--- config.mk ---
export PLATFORM = sky130hd
export DESIGN_NAME = ram_wb_arbiter
export DESIGN_NICKNAME = d
export VERILOG_FILES = /design/src/rtl/ram_wb_arbiter.sv
export SDC_FILE = /design/constraint.sdc
export NUM_CORES = 1
export LEC_CHECK = 0
export ABC_AREA = 1
export CAP_MARGIN = 20
export CELL_PAD_IN_SITES_DETAIL_PLACEMENT = 0
export CELL_PAD_IN_SITES_GLOBAL_PLACEMENT = 1
export CORE_MARGIN = 2
export CORE_UTILIZATION = 10
export DETAILED_ROUTE_END_ITERATION = 6
export PLACE_DENSITY = 0.86
export SETUP_SLACK_MARGIN = 0.02
export SYNTH_ARGS = -nofsm -noshare
export SYNTH_HDL_FRONTEND = slang
export SYNTH_SLANG_ARGS = --single-unit
--- constraint.sdc ---
create_clock -name clk -period 1.97 [get_ports clk]
set_input_delay 0.591 -clock clk [delete_from_list [all_inputs] [get_ports clk]]
set_output_delay 0.591 -clock clk [all_outputs]
set_load 0.03 [all_outputs]
--- src/rtl/ram_wb_arbiter.sv ---
// Two-master Wishbone arbiter sharing one RAM port between the bootloader (fixed priority) and the CPU.
// Define ARB_TIMEOUT_EN to add the stall watchdog and the ERR_WAIT state.
module ram_wb_arbiter #(
    parameter int ADDR_WIDTH     = 32,
    parameter int DATA_WIDTH     = 32,
    parameter int TIMEOUT_CYCLES = 255
) (
    input  logic                    clk,
    input  logic                    reset,
    input  logic                    i_boot_mode,
    input  logic                    i_boot_cyc,
    input  logic                    i_boot_stb,
    input  logic                    i_boot_we,
    input  logic [DATA_WIDTH/8-1:0] i_boot_sel,
    input  logic [ADDR_WIDTH-1:0]   i_boot_addr,
    input  logic [DATA_WIDTH-1:0]   i_boot_data,
    output logic                    o_boot_ack,
    output logic                    o_boot_err,
    output logic [DATA_WIDTH-1:0]   o_boot_data,
    input  logic                    i_cpu_cyc,
    input  logic                    i_cpu_stb,
    input  logic                    i_cpu_we,
    input  logic [DATA_WIDTH/8-1:0] i_cpu_sel,
    input  logic [ADDR_WIDTH-1:0]   i_cpu_addr,
    input  logic [DATA_WIDTH-1:0]   i_cpu_data,
    output logic                    o_cpu_ack,
    output logic                    o_cpu_err,
    output logic [DATA_WIDTH-1:0]   o_cpu_data,
    output logic                    o_ram_cyc,
    output logic                    o_ram_stb,
    output logic                    o_ram_we,
    output logic [DATA_WIDTH/8-1:0] o_ram_sel,
    output logic [ADDR_WIDTH-1:0]   o_ram_addr,
    output logic [DATA_WIDTH-1:0]   o_ram_data,
    input  logic                    i_ram_ack,
    input  logic [DATA_WIDTH-1:0]   i_ram_data,
    output logic [1:0]              o_grant
);

`ifdef ARB_TIMEOUT_EN
    typedef enum logic [1:0] {
        IDLE       = 2'd0,
        GRANT_BOOT = 2'd1,
        GRANT_CPU  = 2'd2,
        ERR_WAIT   = 2'd3
    } state_t;
`else
    typedef enum logic [1:0] {
        IDLE       = 2'd0,
        GRANT_BOOT = 2'd1,
        GRANT_CPU  = 2'd2
    } state_t;
`endif

    state_t state, state_next;
    logic   boot_owned;
    logic   cpu_owned;
    logic   timeout;

    assign boot_owned  = (state == GRANT_BOOT);
    assign cpu_owned   = (state == GRANT_CPU);
    assign o_boot_data = i_ram_data;
    assign o_cpu_data  = i_ram_data;

`ifdef ARB_TIMEOUT_EN
    localparam int CNT_WIDTH = ($clog2(TIMEOUT_CYCLES + 1) > 8) ? $clog2(TIMEOUT_CYCLES + 1) : 8;

    logic [CNT_WIDTH-1:0] stall_cnt;
    logic                 err_boot;
    logic                 owner_cyc;
    logic                 err_owner_cyc;

    assign owner_cyc     = boot_owned ? i_boot_cyc : i_cpu_cyc;
    assign err_owner_cyc = err_boot ? i_boot_cyc : i_cpu_cyc;
    // Expiry only while the owner still holds cyc; a drop in the same cycle is a normal release.
    assign timeout    = (boot_owned || cpu_owned) && owner_cyc &&
                        (stall_cnt == CNT_WIDTH'(TIMEOUT_CYCLES));
    assign o_boot_err = boot_owned & timeout;
    assign o_cpu_err  = cpu_owned & timeout;

    always_ff @(posedge clk or posedge reset) begin
        if (reset) begin
            stall_cnt <= '0;
            err_boot  <= 1'b0;
        end else begin
            if (!(boot_owned || cpu_owned) || i_ram_ack) begin
                stall_cnt <= '0;
            end else if (o_ram_stb) begin
                stall_cnt <= stall_cnt + CNT_WIDTH'(1);
            end
            if (timeout) begin
                err_boot <= boot_owned;
            end
        end
    end
`else
    logic unused_cfg;

    assign unused_cfg = ^TIMEOUT_CYCLES;
    assign timeout    = 1'b0;
    assign o_boot_err = 1'b0;
    assign o_cpu_err  = 1'b0;
`endif

    always_ff @(posedge clk or posedge reset) begin
        if (reset) begin
            state <= IDLE;
        end else begin
            state <= state_next;
        end
    end

    always_comb begin
        state_next = state;
        o_ram_cyc  = 1'b0;
        o_ram_stb  = 1'b0;
        o_ram_we   = 1'b0;
        o_ram_sel  = '0;
        o_ram_addr = '0;
        o_ram_data = '0;
        o_boot_ack = 1'b0;
        o_cpu_ack  = 1'b0;
        o_grant    = 2'b00;
        case (state)
            IDLE: begin
                if (i_boot_cyc) begin
                    state_next = GRANT_BOOT;
                end else if (i_cpu_cyc && !i_boot_mode) begin
                    state_next = GRANT_CPU;
                end
            end
            GRANT_BOOT: begin
                o_grant    = 2'b10;
                o_ram_cyc  = i_boot_cyc & ~timeout;
                o_ram_stb  = i_boot_stb & ~timeout;
                o_ram_we   = i_boot_we;
                o_ram_sel  = i_boot_sel;
                o_ram_addr = i_boot_addr;
                o_ram_data = i_boot_data;
                o_boot_ack = i_boot_stb & i_ram_ack & ~timeout;
                if (!i_boot_cyc) begin
                    state_next = IDLE;
`ifdef ARB_TIMEOUT_EN
                end else if (timeout) begin
                    state_next = ERR_WAIT;
`endif
                end
            end
            GRANT_CPU: begin
                o_grant    = 2'b01;
                o_ram_cyc  = i_cpu_cyc & ~timeout;
                o_ram_stb  = i_cpu_stb & ~timeout;
                o_ram_we   = i_cpu_we;
                o_ram_sel  = i_cpu_sel;
                o_ram_addr = i_cpu_addr;
                o_ram_data = i_cpu_data;
                o_cpu_ack  = i_cpu_stb & i_ram_ack & ~timeout;
                if (!i_cpu_cyc) begin
                    state_next = IDLE;
`ifdef ARB_TIMEOUT_EN
                end else if (timeout) begin
                    state_next = ERR_WAIT;
`endif
                end
            end
`ifdef ARB_TIMEOUT_EN
            ERR_WAIT: begin
                if (!err_owner_cyc) begin
                    state_next = IDLE;
                end
            end
`endif
            default: begin
                state_next = IDLE;
            end
        endcase
    end

endmodule

==> results of run 1 <==
## layout by cell type (no fill, tap or decap), types with 3 or more instances in the layout
cell	instances
a21oi_2	31
a21oi_4	39
buf_12	14
buf_16	6
buf_4	10
buf_6	75
buf_8	3
clkbuf_16	9
clkdlybuf4s50_1	145
ha_4	3
inv_1	4
inv_2	3
nand2_1	107
nand2_2	28
nand2_4	15
## critical path, cell delays in order, from the launching register on
cell	delay, ns
dfrtp_1	0.38
inv_2	0.12
ha_4	0.21
buf_6	0.13
buf_16	0.15
nand2_1	0.08
a21oi_2	0.16
buf_6	0.15
## worst min path at each step
| stage | depth (start not counted) | end |
|---|---|---|
| 6_report | 2 | state[1] |
| 5_1_grt | 2 | state[0] |
| 4_1_cts | 3 | state[0] |
| 3_5_place_dp | 2 | state[0] |
| 3_3_place_gp | 2 | state[0] |
| 2_1_floorplan | 1 | state[0] |
## layout make-up
cell class | instances | area, um2
Fill cell | 1702 | 11400
Inverter | 8 | 37.5
Clock buffer | 3 | 75.1
Tap cell | 220 | 275
Timing Repair Buffer | 259 | 3010
Multi-Input combinational cell | 233 | 1800
Sequential cell | 2 | 50.0
## metal layers
metal / share of wire / global-route usage
met4: 0.023 / 0.0351
met3: 0.088 / 0.0360
met1: 0.37 / 0.107
met2: 0.52 / 0.188
met5: 0 / 0
## logic make-up after synthesis
| kind of cell | Yosys count |
|---|---|
| other | 1 |
| and+or+nand+nor | 156 |
| DFF | 2 |
| buffers and inverters | 97 |
| adders and majority gates | 5 |
| AOI/OAI and AO/OA | 70 |
## stage by stage
stage | power, mW | TNS [ns]
after floorplan | 3.33 | -5.25
after global placement | 4.84 | -4.25
after detailed placement | 4.86 | -4.33
after CTS | 6.83 | -12.29
after global routing | 7.73 | -18.16
final | 7.34 | -13.31
## power by group
part | switching, mW | internal [mW] | leakage (nW)
sequential | 0.0117 | 0.0588 | 0.0256
combinational | 3.76 | 3.21 | 1.87
clock | 0.0460 | 0.258 | 0.0370
## timing repair
item / CTS / global route
gates resized for setup: 118 / 46
pin swaps: 11 / 16
buffers inserted: 6 / 2
cloned: 5 / 9
endpoints found under the setup margin: 73 / 74
==> impl_metrics.yaml, run 1 <==
logic_synthesis:
  synthAdderAreaFrac: 0.0367
  synth.area.mux_share: 0
  yosys_warnings: 0
  dominantRegCellSynth: "dfrtp_1"
  synth_edf_count: 0
  synth.cells.most_frequent: "nand2_1 (150), a21oi_1 (70), buf_4 (69), buf_2 (11)"
  synth_top_area_frac: 0.330
  postSynth.asyncResetShare: 1.00
  syn_area_per_cell_um2: 5.16
  syn_inst: 331
  yosys.area.top_type: "nand2_1"
  ys_seq_elements: 2
  ys_seq_area_frac: 0.0293
  synth-simple-area-share: 0.345
  synth_top_cells_by_area: "nand2_1 (33%), buf_4 (30%), a21oi_1 (21%)"
  synth_xor_area_frac: 0
  ys_types: 13
  synth_top_family_by_area: "buffers and inverters"
  synth.most_common_cell: "nand2_1"
  synth_compound_area_frac: 0.205
  syn_area_um2: 1710
final_layout:
  synthToLayoutAreaGrowth_pct: 208
  drive_above_1_share: 0.473
  top_register: "state"
  stdcell_count: 725
  fin_util: 0.315
  fin_area_um2: 5250
  largest_reg_flops: 2
  insertedDiodeCount: 0
  fin_nets: 690
  reg.largest.list: "state x2"
drt:
  drc: 0
  ant_nets: 0
  drt-total-wl_um: 10900
  dr.pass1.iters: 4
  wire_per_inst_um: 15.1
  vias: 2710
  via_per_inst: 3.74
  dr.first_iter.drc_count: 51
worst_setup_path:
  reg2reg_setup_slack_ns: 0.49
  path_class: "flip-flop to primary output"
  critical_path_arrival_ns: 1.60
  cp_max_fo: 17
  reg2reg_from: "state[0]"
  cp-startpoint: "state[1]"
  r2r_cells: 10
  cp.required_ns: 1.38
  worst_setup_path_end_kind: "primary output"
  regToRegEndpoint: "state[0]"
  cp-endpoint: "o_ram_data[15]"
  cp-start-kind: "flip-flop"
timing:
  period_minus_slack_ns: 2.19
  finalClockSkew_ns: 0.00120
  whs_ns: 0.598
  finalCritPeriodShare: 1.11
  fmax_mhz: 456
  rsz0062_at_grt: "yes"
  fin_ws_ns: -0.222
  setup_viol: 74
  slew_viol_final: 0
  hold_viol_final: 0
place:
  dp_slack_ns: -0.114
  port_buffers: 220
  dp_hpwl_um: 6910
  gp_congestion: 0.684
  dpl.cell_count: 700
  place_area_um2: 4110
pwr:
  leakage_nw: 1.94
  vdd_drop_max_mv: 0.646
  cellPowerDensity_nw_per_um2: 1400
status:
  status: "finished with violations"
  violations: "setup timing"
floorplanning:
  ios: 319
  dieWidth_um: 135
  dieArea_um2: 18100
  start_util: 0.103
  core_area_um2: 16600
  rows: 47
  die_y_um: 135
clock_network:
  clk_latency_ns: 0.22
  tritoncts: "yes"
  root_buffer: "clkbuf_16"
  cts_buffer_depth: 2
  htree_levels: 1
  numCtsBuffers: 3
  cts.sinks: 2
  cts_hold_buffers: 0
  clk_pin_slew_ns: 0.03
global_route:
  grt_pass1_wl_um: 14500
  overflow: 0
  gr-usage-all-layers: 0.102
  grt_pass1_vias: 2850
  grt_max_degree: 39
  antenna_found_initial: 0
min_path:
  worstHoldPathType: "input pin to asynchronous set/reset pin"
job:
  drv_cap: 0
Power figures use the tool's default switching activity.
==> inputs of run 2 (changes only) <==
--- a/config.mk
+++ b/config.mk
@@ -13,5 +13,6 @@
 export CORE_UTILIZATION = 10
 export DETAILED_ROUTE_END_ITERATION = 6
-export PLACE_DENSITY = 0.86
+export HOLD_SLACK_MARGIN = 0.05
+export PLACE_DENSITY_LB_ADDON = 0.1
 export SETUP_SLACK_MARGIN = 0.02
 export SYNTH_ARGS = -nofsm -noshare
==> constraint.sdc (replaced) <==
create_clock -name clk -period 1.97 [get_ports clk]
set_input_delay 0.591 -clock clk [delete_from_list [all_inputs] [get_ports clk]]
set_output_delay 0.591 -clock clk [all_outputs]
set_load 0.1 [all_outputs]
==> run 2 against run 1 <==
  * Clock-buffer cell count did not move
  * Largest cell class unchanged
  * Maximum frequency fell by 4.6%
  * Critical path type unchanged
  * Global-route usage rose by 0.97 points
  * The run still ends with setup timing left
  * Via count rose by 0.70%
  * Final area rose by 22%
  * Critical endpoint is now o_ram_we
  * Cell count rose by 0.83%
  * Critical path depth rose by 1
  * Sequential share of layout area fell by 0.17 points
==> impl_metrics.yaml, run 2 (synthesis gave the netlist of run 1 again) <==
final_layout:
  drive_above_1_share: 0.515
  largest_reg_flops: 2
  fin_nets: 696
  fill_cells: 1653
  final_common_cell: "clkdlybuf4s50_1"
  fin_area_um2: 6390
  top_register: "state"
  reg.largest.list: "state x2"
  insertedDiodeCount: 0
  most-common-layout-cells: "clkdlybuf4s50_1 (145), nand2_1 (90), buf_12 (86)"
  synthToLayoutAreaGrowth_pct: 274
  stdcell_count: 731
global_route:
  overflow: 0
  gr-usage-all-layers: 0.112
  antenna_found_initial: 0
  grt_pass1_wl_um: 16100
  grt_max_degree: 30
  grt_pass1_vias: 2911
floorplanning:
  rows: 47
  dieWidth_um: 135
  die_y_um: 135
  dieArea_um2: 18100
  start_util: 0.103
  core_area_um2: 16600
  ios: 319
timing:
  finalClockSkew_ns: 0.0000713
  finalCritPeriodShare: 1.17
  fmax_mhz: 435
  slew_viol_final: 0
  whs_ns: 0.535
  rsz0062_at_grt: "yes"
  period_minus_slack_ns: 2.30
  setup_viol: 74
  hold_viol_final: 0
  fin_ws_ns: -0.329
worst_setup_path:
  cpPeakStageDelay_ns: 0.38
  crit_cells: 8
  path_delay_family: "buffers and inverters"
  crit_path_top_delay_cell: "dfrtp_1"
  r2r_cells: 13
  path_class: "flip-flop to primary output"
  worst_setup_path_end_kind: "primary output"
  crit_path_frequent_cell: "buf_12"
  cp.required_ns: 1.38
  cp-start-kind: "flip-flop"
  path_cells: "inv_2, buf_12, ha_4, buf_8, clkbuf_16, nand2_1, a21oi_4, buf_12"
  critPathBufInv: 5
  critical_path_arrival_ns: 1.71
  cp_max_fo: 6
drt:
  via_per_inst: 3.73
  drc: 0
  drt-total-wl_um: 11600
  vias: 2729
  dr.pass1.iters: 4
  wire_per_inst_um: 15.8
  dr.first_iter.drc_count: 27
  ant_nets: 0
place:
  gp_congestion: 0.721
  dp_hpwl_um: 8200
  place_area_um2: 5440
  dpl.cell_count: 704
  port_buffers: 220
  dp_slack_ns: -0.165
pwr:
  cellPowerDensity_nw_per_um2: 1810
  leakage_nw: 2.32
  vdd_drop_max_mv: 0.742
clock_network:
  cts_hold_buffers: 0
  root_buffer: "clkbuf_16"
  clk_pin_slew_ns: 0.03
  cts_buffer_depth: 2
  htree_levels: 1
  cts.sinks: 2
  clk_latency_ns: 0.22
  numCtsBuffers: 3
  tritoncts: "yes"
status:
  violations: "setup timing"
  status: "finished with violations"
min_path:
  worstHoldPathType: "input pin to asynchronous set/reset pin"
job:
  drv_cap: 0
run 2: stage by stage:
| step | setup TNS [ns] | power, mW | util |
|---|---|---|---|
| after floorplan | -31.83 | 6.93 | - |
| after global placement | -8.97 | 9.77 | 0.327 |
| after detailed placement | -9.24 | 9.76 | 0.327 |
| after CTS | -22.41 | 10.8 | 0.353 |
| after global routing | -28.22 | 12.0 | 0.384 |
| final | -21.57 | 11.6 | 0.384 |
run 2: what timing repair did:
item	CTS	global route
endpoints found under the setup margin	74	74
gates resized for setup	47	72
gates cloned	5	9
pin swaps	8	36
setup buffers	7	3
run 2: area by class of cell:
class	count	area, um2	area share
inverter	8	37.5	0.00588
multi-input combinational	233	2200	0.344
clock buffer	3	75.1	0.0118
tap	220	275	0.0431
sequential	2	50.0	0.00783
timing repair buffer	265	3750	0.588
run 2: power breakdown:
| group | internal, mW | switching [mW] | total (mW) |
|---|---|---|---|
| clock | 0.258 | 0.0461 | 0.304 |
| combinational | 4.36 | 6.84 | 11.2 |
| sequential | 0.0588 | 0.0111 | 0.0699 |
run 2: worst paths after layout:
kind	from	end	slack (ns)
max	state[0]	o_ram_we	-0.33
min	reset	state[1]	0.54
max reg2reg	state[0]	state[0]	0.26
min reg2reg	state[1]	state[1]	0.61
max in group asynchronous	reset	state[0]	1.31
min in group clk	state[1]	state[1]	0.61
run 2: per-layer routing:
layer	share of wire	GRT usage	vias to the layer above	wire length, um
met1	0.37	0.123	1249	4240
li1	-	-	1339	-
met5	0	0	-	0
met3	0.080	0.0338	17	927
met4	0.0075	0.0152	0	87
met2	0.55	0.215	124	6320
==> inputs of run 3 (changes only) <==
--- a/config.mk
+++ b/config.mk
@@ -7,5 +7,4 @@
 export LEC_CHECK = 0
 export ABC_AREA = 1
-export CAP_MARGIN = 20
 export CELL_PAD_IN_SITES_DETAIL_PLACEMENT = 0
 export CELL_PAD_IN_SITES_GLOBAL_PLACEMENT = 1
==> constraint.sdc (replaced) <==
create_clock -name clk -period 1.97 [get_ports clk]
set_input_delay 0.2955 -clock clk [delete_from_list [all_inputs] [get_ports clk]]
set_output_delay 0.2955 -clock clk [all_outputs]
set_load 0.1 [all_outputs]
==> run 3 against run 2 <==
  * The run still ends with setup timing left
  * Worst hold slack worse by 0.30 ns
  * Non-clock buffer count fell by 7
  * Combinational power is 4% lower
  * Register-to-register slack improved by 0.22 ns
  * Sequential cell count stayed put
  * Maximum frequency up 16%
  * Clock skew is essentially flat
  * Utilization fell by 1.5 points
  * Die area did not move
  * Largest power group unchanged
==> impl_metrics.yaml, run 3 (synthesis gave the netlist of run 1 again) <==
status:
  status: "finished with violations"
  violations: "setup timing"
final_layout:
  synthToLayoutAreaGrowth_pct: 260
  largest_reg_flops: 2
  fin_nets: 690
  final_common_cell: "clkdlybuf4s50_1"
  insertedDiodeCount: 0
  stdcell_count: 725
  top_register: "state"
  most-common-layout-cells: "clkdlybuf4s50_1 (145), nand2_1 (95), buf_12 (90)"
  reg.largest.list: "state x2"
  drive_above_1_share: 0.501
worst_setup_path:
  critPathBufInv: 4
  critical_path_arrival_ns: 1.69
  cp-start-kind: "flip-flop"
  cp_max_fo: 7
  regToRegEndpoint: "state[0]"
  path_cells: "inv_4, ha_4, buf_6, clkbuf_16, nand2_1, a21oi_4, buf_12"
  reg2reg_from: "state[0]"
  cpPeakStageDelay_ns: 0.44
  reg2reg_setup_slack_ns: 0.48
  worst_setup_path_end_kind: "primary output"
  crit_path_top_delay_cell: "dfrtp_2"
  cp.required_ns: 1.67
  path_delay_family: "buffers and inverters"
  r2r_cells: 10
  path_class: "flip-flop to primary output"
min_path:
  worstHoldPathType: "input pin to asynchronous set/reset pin"
drt:
  ant_nets: 0
  dr.pass1.iters: 4
  drt-total-wl_um: 11600
  drc: 0
  wire_per_inst_um: 16.0
  dr.first_iter.drc_count: 34
  via_per_inst: 3.80
  vias: 2756
global_route:
  grt_pass1_vias: 2955
  grt_max_degree: 36
  overflow: 0
  antenna_found_initial: 0
  grt_pass1_wl_um: 16100
  gr-usage-all-layers: 0.113
pwr:
  total_power_mw: 11.2
  vdd_drop_max_mv: 0.717
  cellPowerDensity_nw_per_um2: 1820
  leakage_nw: 2.09
clock_network:
  cts_buffer_depth: 2
  root_buffer: "clkbuf_16"
  numCtsBuffers: 3
  clk_pin_slew_ns: 0.03
  clk_latency_ns: 0.22
  tritoncts: "yes"
  cts.sinks: 2
  htree_levels: 1
floorplanning:
  dieWidth_um: 135
  core_area_um2: 16600
  ios: 319
  start_util: 0.103
  rows: 47
  die_y_um: 135
  dieArea_um2: 18100
timing:
  slew_viol_final: 0
  hold_viol_final: 0
  setup_viol: 9
  rsz0062_at_grt: "yes"
  finalCritPeriodShare: 1.01
  finalClockSkew_ns: 0.000558
  finalSetupTns_ns: -0.0567
  fin_ws_ns: -0.0145
  fmax_mhz: 504
  period_minus_slack_ns: 1.98
place:
  dp_slack_ns: 0.166
  dp_hpwl_um: 8100
  port_buffers: 220
  gp_congestion: 0.702
  dpl.cell_count: 697
job:
  drv_cap: 0
[run 3: changes by cell type in the layout (fill, tap and decap cells not counted), moves of 2 or more]
cell     previous run  this run
buf_4              12         8
buf_12             86        90
buf_6               5         3
buf_16              8         3
nand2_4            35        11
inv_4               0         3
nand2_1            90        95
nand2_2            24        44
inv_2               3         1
[run 3: worst max-delay path by stage]
| stage | startpoint | to | slack [ns] | cells after the start |
|---|---|---|---|---|
| floorplan | state[0] | o_ram_addr[1] | -0.20 | 7 |
| global placement | state[0] | o_ram_data[10] | 0.19 | 6 |
| detailed placement | state[0] | o_ram_data[17] | 0.17 | 6 |
| CTS | state[0] | o_ram_data[2] | -0.02 | 6 |
| global route | state[0] | o_ram_data[1] | -0.05 | 7 |
| finish | state[0] | o_ram_addr[24] | -0.01 | 7 |
[run 3: layout make-up]
type                       instances  area (um2)
clock buffer                       3        75.1
fill                            1663       10500
inverter                           8        40.0
multi-input combinational        233        2050
sequential                         2        51.3
tap                              220         275
timing repair buffer             258        3640
timing repair inverter             1        6.26
[run 3: worst reg2reg max path: stages (launching register included)]
cell and delay, ns:
dfrtp_2 0.44, buf_12 0.14, ha_4 0.17, buf_6 0.14, buf_12 0.14, nand2_4 0.05, nand2_2 0.06, inv_4 0.07
nand2_1 0.07, nand2_1 0.06, nand2_1 0.04
[run 3: report_power, final]
| group | internal [mW] | switching [mW] |
|---|---|---|
| Clock | 0.259 | 0.0544 |
| Sequential | 0.0606 | 0.0226 |
| Combinational | 4.09 | 6.71 |
[run 3: metrics by stage]
step	hold WS [ns]	utilization	instance area, um2
after floorplan	0.0367	-	2560
after global placement	0.466	0.324	5390
after detailed placement	0.464	0.324	5390
after CTS	0.230	0.339	5640
after global routing	0.234	0.369	6140
final	0.231	0.369	6140
[run 3: layer usage]
metal	part of all wire	wire length (um)	global-route usage	vias to the layer above
met3	0.10	1180	0.0462	17
met5	0	0	0	-
met1	0.40	4640	0.127	1262
met4	0.013	147	0.0316	0
met2	0.49	5650	0.198	149
li1	-	-	-	1328
[run 3: repair_timing]
item | 4_1_cts | 5_1_grt
pin swaps | 4 | 40
endpoints found under the hold margin | 0 | 0
hold buffers | 0 | 0
resized for setup | 18 | 64
setup endpoints to repair | 71 | 66
cloned | 4 | 10
setup buffers | 4 | 7
